--- src/rtl/icache_pkg.sv ---
// icache_pkg: shared types for the instruction cache.
//   ITAG_W / IIDX_W : tag and index widths for the default 16-frame cache
//   icachef_t       : fetch address split {tag, idx, bytoff}
//   icache_frame_t  : one cache frame {valid, tag, data}
//   icache_state_t  : fill FSM state {IDLE, FETCH}
//   word_align()    : clears the byte offset of a byte address
package icache_pkg;

  localparam int WORD_W = 32;
  localparam int IIDX_W = 4;
  localparam int ITAG_W = 30 - IIDX_W;

  typedef struct packed {
    logic [ITAG_W-1:0] tag;
    logic [IIDX_W-1:0] idx;
    logic [1:0]        bytoff;
  } icachef_t;

  typedef struct packed {
    logic              valid;
    logic [ITAG_W-1:0] tag;
    logic [WORD_W-1:0] data;
  } icache_frame_t;

  typedef enum logic {
    IDLE  = 1'b0,
    FETCH = 1'b1
  } icache_state_t;

  function automatic logic [WORD_W-1:0] word_align(input logic [WORD_W-1:0] addr);
    return {addr[WORD_W-1:2], 2'b00};
  endfunction

endpackage

--- src/rtl/icache_if.sv ---
// icache_if: fetch-port and memory-port signals of the instruction cache.
//   Datapath side : imemREN, imemaddr (in to cache); ihit, imemload (out).
//   Memory side   : iREN, iaddr (out of cache); iwait, iload (in).
//   slave  modport: the cache itself.
//   master modport: the environment driving the cache (datapath + memory).
//
// Handshake: a fetch is requested by holding imemREN high with imemaddr; it is
// served in the cycle where ihit=1. On the memory side a read is requested by
// holding iREN high with iaddr stable, and it completes in the first cycle in
// which iwait=0, when iload carries the data.
interface icache_if;
  import icache_pkg::*;

  logic              imemREN;
  logic [WORD_W-1:0] imemaddr;
  logic              ihit;
  logic [WORD_W-1:0] imemload;
  logic              iREN;
  logic [WORD_W-1:0] iaddr;
  logic              iwait;
  logic [WORD_W-1:0] iload;

  modport slave (
    input  imemREN, imemaddr, iwait, iload,
    output ihit, imemload, iREN, iaddr
  );

  modport master (
    output imemREN, imemaddr, iwait, iload,
    input  ihit, imemload, iREN, iaddr
  );

endinterface

--- src/rtl/icache.sv ---
// icache: direct-mapped, one-word-per-block, read-only instruction cache.
//   CLK   : clock
//   nRST  : asynchronous active-low reset
//   cif   : icache_if.slave (fetch port + memory read port)
//   state : current fill FSM state (debug visibility)
// Hits are served combinationally from the frame array while IDLE. A miss
// latches the word address into fill_addr and the FSM sits in FETCH until
// memory drops iwait; the frame is written at that edge and the word is then
// served as a hit in the following IDLE cycle.
module icache
  import icache_pkg::*;
#(
  parameter int NUM_SETS = 16
) (
  input  logic          CLK,
  input  logic          nRST,
  icache_if.slave       cif,
  output icache_state_t state
);

  localparam int IDX_W = $clog2(NUM_SETS);
  localparam int TAG_W = 30 - IDX_W;

  logic [NUM_SETS-1:0] valid;
  logic [TAG_W-1:0]    tags  [NUM_SETS];
  logic [WORD_W-1:0]   data  [NUM_SETS];

  logic [WORD_W-1:0]   fill_addr;
  logic                iren_q;
  logic [WORD_W-1:0]   iaddr_q;

  logic [IDX_W-1:0]    req_idx;
  logic [TAG_W-1:0]    req_tag;
  logic [IDX_W-1:0]    fill_idx;
  logic [TAG_W-1:0]    fill_tag;
  logic                lookup_hit;
  logic                fill_done;
  logic                unused_bytoff;

  assign req_idx  = cif.imemaddr[1+IDX_W:2];
  assign req_tag  = cif.imemaddr[WORD_W-1:2+IDX_W];
  assign fill_idx = fill_addr[1+IDX_W:2];
  assign fill_tag = fill_addr[WORD_W-1:2+IDX_W];

  // Byte offset of the fetch address plays no part in the lookup.
  assign unused_bytoff = ^{cif.imemaddr[1:0], fill_addr[1:0]};

  assign lookup_hit = cif.imemREN & valid[req_idx] & (tags[req_idx] == req_tag);
  assign fill_done  = (state == FETCH) & ~cif.iwait;

  // A lookup that matches while a fill is running is not reported: the fetch
  // port only sees hits in IDLE.
  assign cif.ihit     = lookup_hit & (state == IDLE);
  assign cif.imemload = cif.ihit ? data[req_idx] : '0;
  assign cif.iREN     = iren_q;
  assign cif.iaddr    = iaddr_q;

  // Fill FSM with registered memory-side outputs. The async reset also
  // discards any fill in progress, so no frame is written after reset.
  always_ff @(posedge CLK or negedge nRST) begin
    if (!nRST) begin
      state     <= IDLE;
      fill_addr <= '0;
      iren_q    <= 1'b0;
      iaddr_q   <= '0;
      valid     <= '0;
    end else begin
      case (state)
        IDLE: begin
          if (cif.imemREN && !lookup_hit) begin
            fill_addr <= word_align(cif.imemaddr);
            iaddr_q   <= word_align(cif.imemaddr);
            iren_q    <= 1'b1;
            state     <= FETCH;
          end
        end
        FETCH: begin
          // The fill always targets the latched address, whatever the
          // datapath is presenting now.
          if (!cif.iwait) begin
            valid[fill_idx] <= 1'b1;
            iren_q          <= 1'b0;
            iaddr_q         <= '0;
            state           <= IDLE;
          end
        end
        default: state <= IDLE;
      endcase
    end
  end

  // Tag and data storage need no reset: valid gates every use of them.
  always_ff @(posedge CLK) begin
    if (fill_done) begin
      tags[fill_idx] <= fill_tag;
      data[fill_idx] <= cif.iload;
    end
  end

endmodule

--- src/flat_wrapper.sv ---
// flat-port wrapper written by rule: the top's interface ports become plain ports
module icache_flat import icache_pkg::*;
#(
  parameter int NUM_SETS = 16
)
  (CLK, nRST, state, cif_imemREN, cif_imemaddr, cif_iwait, cif_iload, cif_ihit, cif_imemload, cif_iREN, cif_iaddr);
  icache_if cif_i ();
  input  logic CLK;
  input  logic nRST;
  output icache_state_t state;
  input wire logic [$bits(cif_i.imemREN)-1:0] cif_imemREN;
  input wire logic [$bits(cif_i.imemaddr)-1:0] cif_imemaddr;
  input wire logic [$bits(cif_i.iwait)-1:0] cif_iwait;
  input wire logic [$bits(cif_i.iload)-1:0] cif_iload;
  output wire logic [$bits(cif_i.ihit)-1:0] cif_ihit;
  output wire logic [$bits(cif_i.imemload)-1:0] cif_imemload;
  output wire logic [$bits(cif_i.iREN)-1:0] cif_iREN;
  output wire logic [$bits(cif_i.iaddr)-1:0] cif_iaddr;
  assign cif_i.imemREN = cif_imemREN;
  assign cif_i.imemaddr = cif_imemaddr;
  assign cif_i.iwait = cif_iwait;
  assign cif_i.iload = cif_iload;
  assign cif_ihit = cif_i.ihit;
  assign cif_imemload = cif_i.imemload;
  assign cif_iREN = cif_i.iREN;
  assign cif_iaddr = cif_i.iaddr;
  icache #(.NUM_SETS(NUM_SETS)) u_core (.CLK(CLK), .nRST(nRST), .cif(cif_i), .state(state));
endmodule
--- config.mk ---
export PLATFORM = sky130hd
export DESIGN_NAME = icache_flat
export DESIGN_NICKNAME = d
export VERILOG_FILES = /design/src/rtl/icache_pkg.sv /design/src/rtl/icache_if.sv /design/src/rtl/icache.sv /design/src/flat_wrapper.sv
export SDC_FILE = /design/constraint.sdc
export NUM_CORES = 1
export LEC_CHECK = 0
export ABC_AREA = 1
export ABC_CLOCK_PERIOD_IN_PS = 5090
export CORE_ASPECT_RATIO = 0.5
export CORE_UTILIZATION = 39
export DETAILED_ROUTE_END_ITERATION = 10
export SLEW_MARGIN = 15
export SYNTH_ARGS = -nofsm -noshare
export SYNTH_HDL_FRONTEND = slang
export SYNTH_SLANG_ARGS = --single-unit
--- constraint.sdc ---
create_clock -name CLK -period 5.09 [get_ports CLK]
set_input_delay 0.509 -clock CLK [delete_from_list [all_inputs] [get_ports CLK]]
set_output_delay 0.509 -clock CLK [all_outputs]
set_load 0.02 [all_outputs]
== Yosys cells after proc, flatten, opt, wreduce, memory -nomap -nowiden ==
Memories as Yosys holds them, arrays and structs flattened.
Index checks and enable logic that the tools add are counted.
Word-level totals
  register bits after elaboration: 80
  output and inout bits: 67
  bits of input ports: 68
  memories kept: 2
  word-level logic and storage cells: 42
  RAM bits: 928
Memory list
  u_core.data: words 16, bits a word 32, read ports 1, clocked after memory_dff 0, write ports 1, line icache.sv:26  | logic [WORD_W-1:0] data [NUM_SETS];
  u_core.tags: words 16, bits a word 26, read ports 1, clocked after memory_dff 0, write ports 1, line icache.sv:25  | logic [TAG_W-1:0] tags [NUM_SETS];
Cells by class
  bitwise operators: 7
  multiplexer cells: 16
  magnitude comparators: 3
  eq/ne operators: 3
  reductions and logical operators: 6
Operators with widths (count)
  $mux 32: 3
  $pmux 32 s2: 1
  $eq 26x26->1: 1
  $or 16x16->16: 1
  $lt 4x5->1 const B: 2
  $mux 1: 8
  $reduce_and 2->1: 3
  $and 1x1->1: 4
  $bmux 1 s4: 1
  $demux 1 s4: 1
  $ge 4x1->1 const B: 1
  $ne 2x2->1 const B: 2
  $pmux 1 s2: 2
  $logic_and 1x1->1: 2
  $not 1->1: 2
  $logic_not 1->1: 1

== Logic depth before layout (Yosys ltp) ==
  depth after elaboration: 8
  mapped depth: 21
  gate-level depth less buffers: 18

== Least setup slack after synthesis ==
OpenSTA, ideal clock, no wires.
  path type: reg-to-reg
  start: register u_core.state
  end: memory u_core.data[15][0] (enable)
  slack: 1.176 ns
  arrival time: 3.439 ns
  data required time: 4.615 ns
  clock period less this slack: 3.914 ns
  library setup time: 0.475 ns
  cell stages (with the launch flop): 5
  path buffers: 0
  cell sequence: dfrtp_1 inv_1 nor2_1 nand3_1 nor2_1
On the way
  word-level cells in the longest chain between the ends: 3
Ends and longest elaborated chain
  start: declaration: line icache.sv:18  | output icache_state_t state
  start signal: assignment: line icache.sv:62  | state <= IDLE;
  start signal: assignment: line icache.sv:74  | state <= FETCH;
  start signal: assignment: line icache.sv:84  | state <= IDLE;
  $and 1x1->1: line icache.sv:49  | assign fill_done = (state == FETCH) & ~cif.iwait;
  $mux 1: line icache.sv:94  | if (fill_done) begin
  $mux 1 (not written as such): line icache.sv:96  | data[fill_idx] <= cif.iload;
  end: declaration: line icache.sv:26
Every way passes these cells.

== Worst setup path in the final report ==
  start: input port cif_imemaddr[2]
  end: output port cif_imemload[18]
On the way
  word-level cells in the longest chain between the ends: 6
  elaborated cells between the ends (all ways): 9
  classes of those cells: eq/ne (1); mux (3); bitwise (3); memory (2)
Ends and longest elaborated chain
  start: declaration: line flat_wrapper.sv:12  | input wire logic [$bits(cif_i.imemaddr)-1:0] cif_imemaddr;
  parallel branches: the longest is 5 deep, another holds $mem_v2 16x26
  $mux 32 *: line icache.sv:54  | assign cif.imemload = cif.ihit ? data[req_idx] : '0;
  end: declaration: line flat_wrapper.sv:16  | output wire logic [$bits(cif_i.imemload)-1:0] cif_imemload;
Every way passes the cells marked *. The select of a mux whose other input is x is not followed.

==> results.ini <==
[outcome]
outcome=finished clean

[setup_path]
worstReg2RegStart=u_core.state$_DFF_PN0_
cp.required_ps=4580
path_depth=16
path_cells=buf_8, inv_8, buf_12, o21ai_0, nand3_1, nand3_1, nand2_1, nand2_1, o21ai_0, nor2_1, nand4_1, nor2_1, nand3_2, buf_12, nor2_1, clkdlybuf4s50_1
worstPathMaxFanout=74
r2r_slack_ps=2000
crit_buf_inv=5
crit_top_cell=nor2_1
crit_arrival_ps=4000
cp_slowest_cell=clkdlybuf4s50_1
startpoint=cif_imemaddr[2]
r2r_cells=5
critPathCaptureType=output pin
crit_path_start_kind=primary input
cp_top_family=buffers and inverters
crit_type=primary input to output pin
max_stage_delay_ps=660

[drt]
drtAntennaViolNets=0
vias_per_cell=5.369
drtIter0Drc=2667
drt-pass1-iter-count=5
vias=26542
drc_errors=0
drt-total-wl_um=107300
wl_per_cell_um=21.71

[clocking]
cts-resized-gates=0
cts_max_path_buffers=3
clkLatencyLatePin_ps=670
cts_made_buffers=93
htreeDepth=3
cts_tree=done
cts_root_buffer=clkbuf_16
clkTransAtPathRegs_ps=70
cts.sinks=1006

[place]
placed_cells=4773
routabilityCongestion=0.8228
io_buffer_count=130
place_hpwl_um=53940

[timing]
clock-skew-final_ps=25.04
worst_pin_slew_ps=1044
fin_crit_ps=4513
hold_viol_final=0
finalSetupTns_ps=0
drv_slew=0
fin_crit_sh_pct=88.67
max_slew_margin_pct=30.21
rsz0062_at_grt=false
setup_violations=0
fmax_mhz=221.6

[floorplan]
fp.dieH_um=230.3
io_pins=135
die_w_um=458.7
core_area_um2=102900
dieArea_um2=105700
row_count=83
start_util_pct=39.52

[finish]
syn_to_final_growth_pct=15.05
multi_input_area_um2=9311
layout-drive-gt1-share_pct=6.753
fin_cells=4944
seq_area_um2=29820
num-fill-cells=9140
nets=3535

[yosys]
synth_ff_type=edfxtp_1
yosysWarnings=0
yosysTopAreaCell=edfxtp_1
yosys.area.top_type_share_pct=68.52
synth_edf_count=928
synth_top_cells_by_count=edfxtp_1, nand2_1, nand3_1, a21oi_1, nor2_1
syn_inst=3389
synth_seq_cells=1006
synth_area_leaders=edfxtp_1, nand2_1, dfrtp_1, nand3_1, a21oi_1
post_synth_num_cell_types=29
async_reset_ff_share_pct=7.753
avgSynthCellArea_um2=12.00
ys_seq_area_share_pct=73.32
syn-cell-area_um2=40670
post-synth-top-count-cell=edfxtp_1

[grt]
antenna_found_initial=7
grt_start_max_net_pins=163
grt_usage_pct=20.13
overflow=0
grt_pass1_vias=25408
grt_first_pass_wirelength_um=161200

[power]
power_density_nw_per_um2=390.1
switchingPower_uw=4291
swShare_pct=23.50
seq_power_share_pct=53.6
clockPowerShare_pct=38.6
p_int_uw=13960
combPwrFrac_pct=7.8
leakage_uw=0.01705
ir_drop_mv=0.2458

[flow_run]
cap_viol_max_count=0

[min_path]
hp-class=primary input to async pin

[timing repair]
item / CTS / global route
endpoints found under the hold margin: 13 / 0
hold buffers: 1 / 0
setup buffers: 0 / 0
[path summary, 6_finish.rpt]
path | end
max in group asynchronous | u_core.cif.iaddr[17]$_DFFE_PN0P_
max | cif_imemload[18]
min | u_core.cif.iaddr[28]$_DFFE_PN0P_
min reg2reg | u_core.valid[14]$_DFFE_PN0P_
max reg2reg | u_core.data[11][14]$_DFFE_PP_
min in group CLK | u_core.valid[14]$_DFFE_PN0P_
[sequential cells by signal, indices dropped and copies added (netlist names)]
signal            count
u_core.fill_addr     30
u_core.valid         16
u_core.state          1
u_core.cif.iaddr     30
u_core.cif.iREN       1
u_core.tags         416
u_core.data         512
[placed cells by master, fill, tap and decap left out, types with 3 or more instances in the layout]
master and count:
a21oi_1 253, a221oi_1 118, a31oi_1 8, buf_12 26, buf_4 40, bufinv_16 9
clkbuf_1 13, clkbuf_16 97, clkbuf_8 7, clkdlybuf4s50_1 125, clkinv_1 17, clkinv_2 17
clkinvlp_4 5, dfrtp_1 78, diode_2 3, edfxtp_1 928, inv_1 180, nand2_1 919
nand3_1 314, nand4_1 4, nor2_1 185, nor2_4 17, o211ai_1 31, o21ai_0 68
o21ai_1 16, o31ai_1 32, or2_2 9
[kinds of logic after synthesis]
kind of cell | after synthesis | synth area share [%]
AOI/OAI and AO/OA | 528 | 8.014
buffers and inverters | 398 | 4.122
DFF | 1006 | 73.32
other | 1 | 0.009220
and+or+nand+nor | 1456 | 14.54
[area by class of cell]
cell class	count	share of cell area [%]
Clock inverter	51	1.083
Sequential cell	1006	63.73
Inverter	185	1.532
Timing Repair Buffer	195	4.522
Clock buffer	116	5.468
Antenna cell	3	0.01604
Multi-Input combinational cell	1986	19.90
Tap cell	1402	3.749
[power groups by stage]
stage / Clock (µW) / Combinational [µW] / Sequential (µW)
floorplan: 0 / 777 / 9900
global placement: 0 / 1410 / 9930
detailed placement: 0 / 1430 / 9950
CTS: 7140 / 1440 / 9770
global route: 7450 / 1570 / 9810
finish: 7050 / 1430 / 9780
[layer usage]
layer | GRT usage [%] | vias to the layer above | routed length (µm)
met5 | 0 | - | 51
met4 | 6.135 | 8 | 2672
met3 | 2.970 | 175 | 6581
met2 | 32.31 | 880 | 50360
met1 | 28.35 | 13308 | 47670
li1 | - | 12171 | -
[through the flow]
step / utilization (%) / hold WS, ps / power [µW] / worst slack, ps / cell area [µm²]
final: 45.46 / 252.0 / 18250 / 576.5 / 46790
after global routing: 45.46 / 240.0 / 18820 / 425.5 / 46790
after CTS: 45.46 / 219.5 / 18350 / 613.4 / 46780
after detailed placement: 42.47 / 377.0 / 11380 / 665.2 / 43710
after global placement: 42.47 / 368.0 / 11340 / 630.4 / 43710
after floorplan: - / 213.4 / 10680 / 1176 / 40670
No activity file was read; power rests on OpenSTA's default activity.
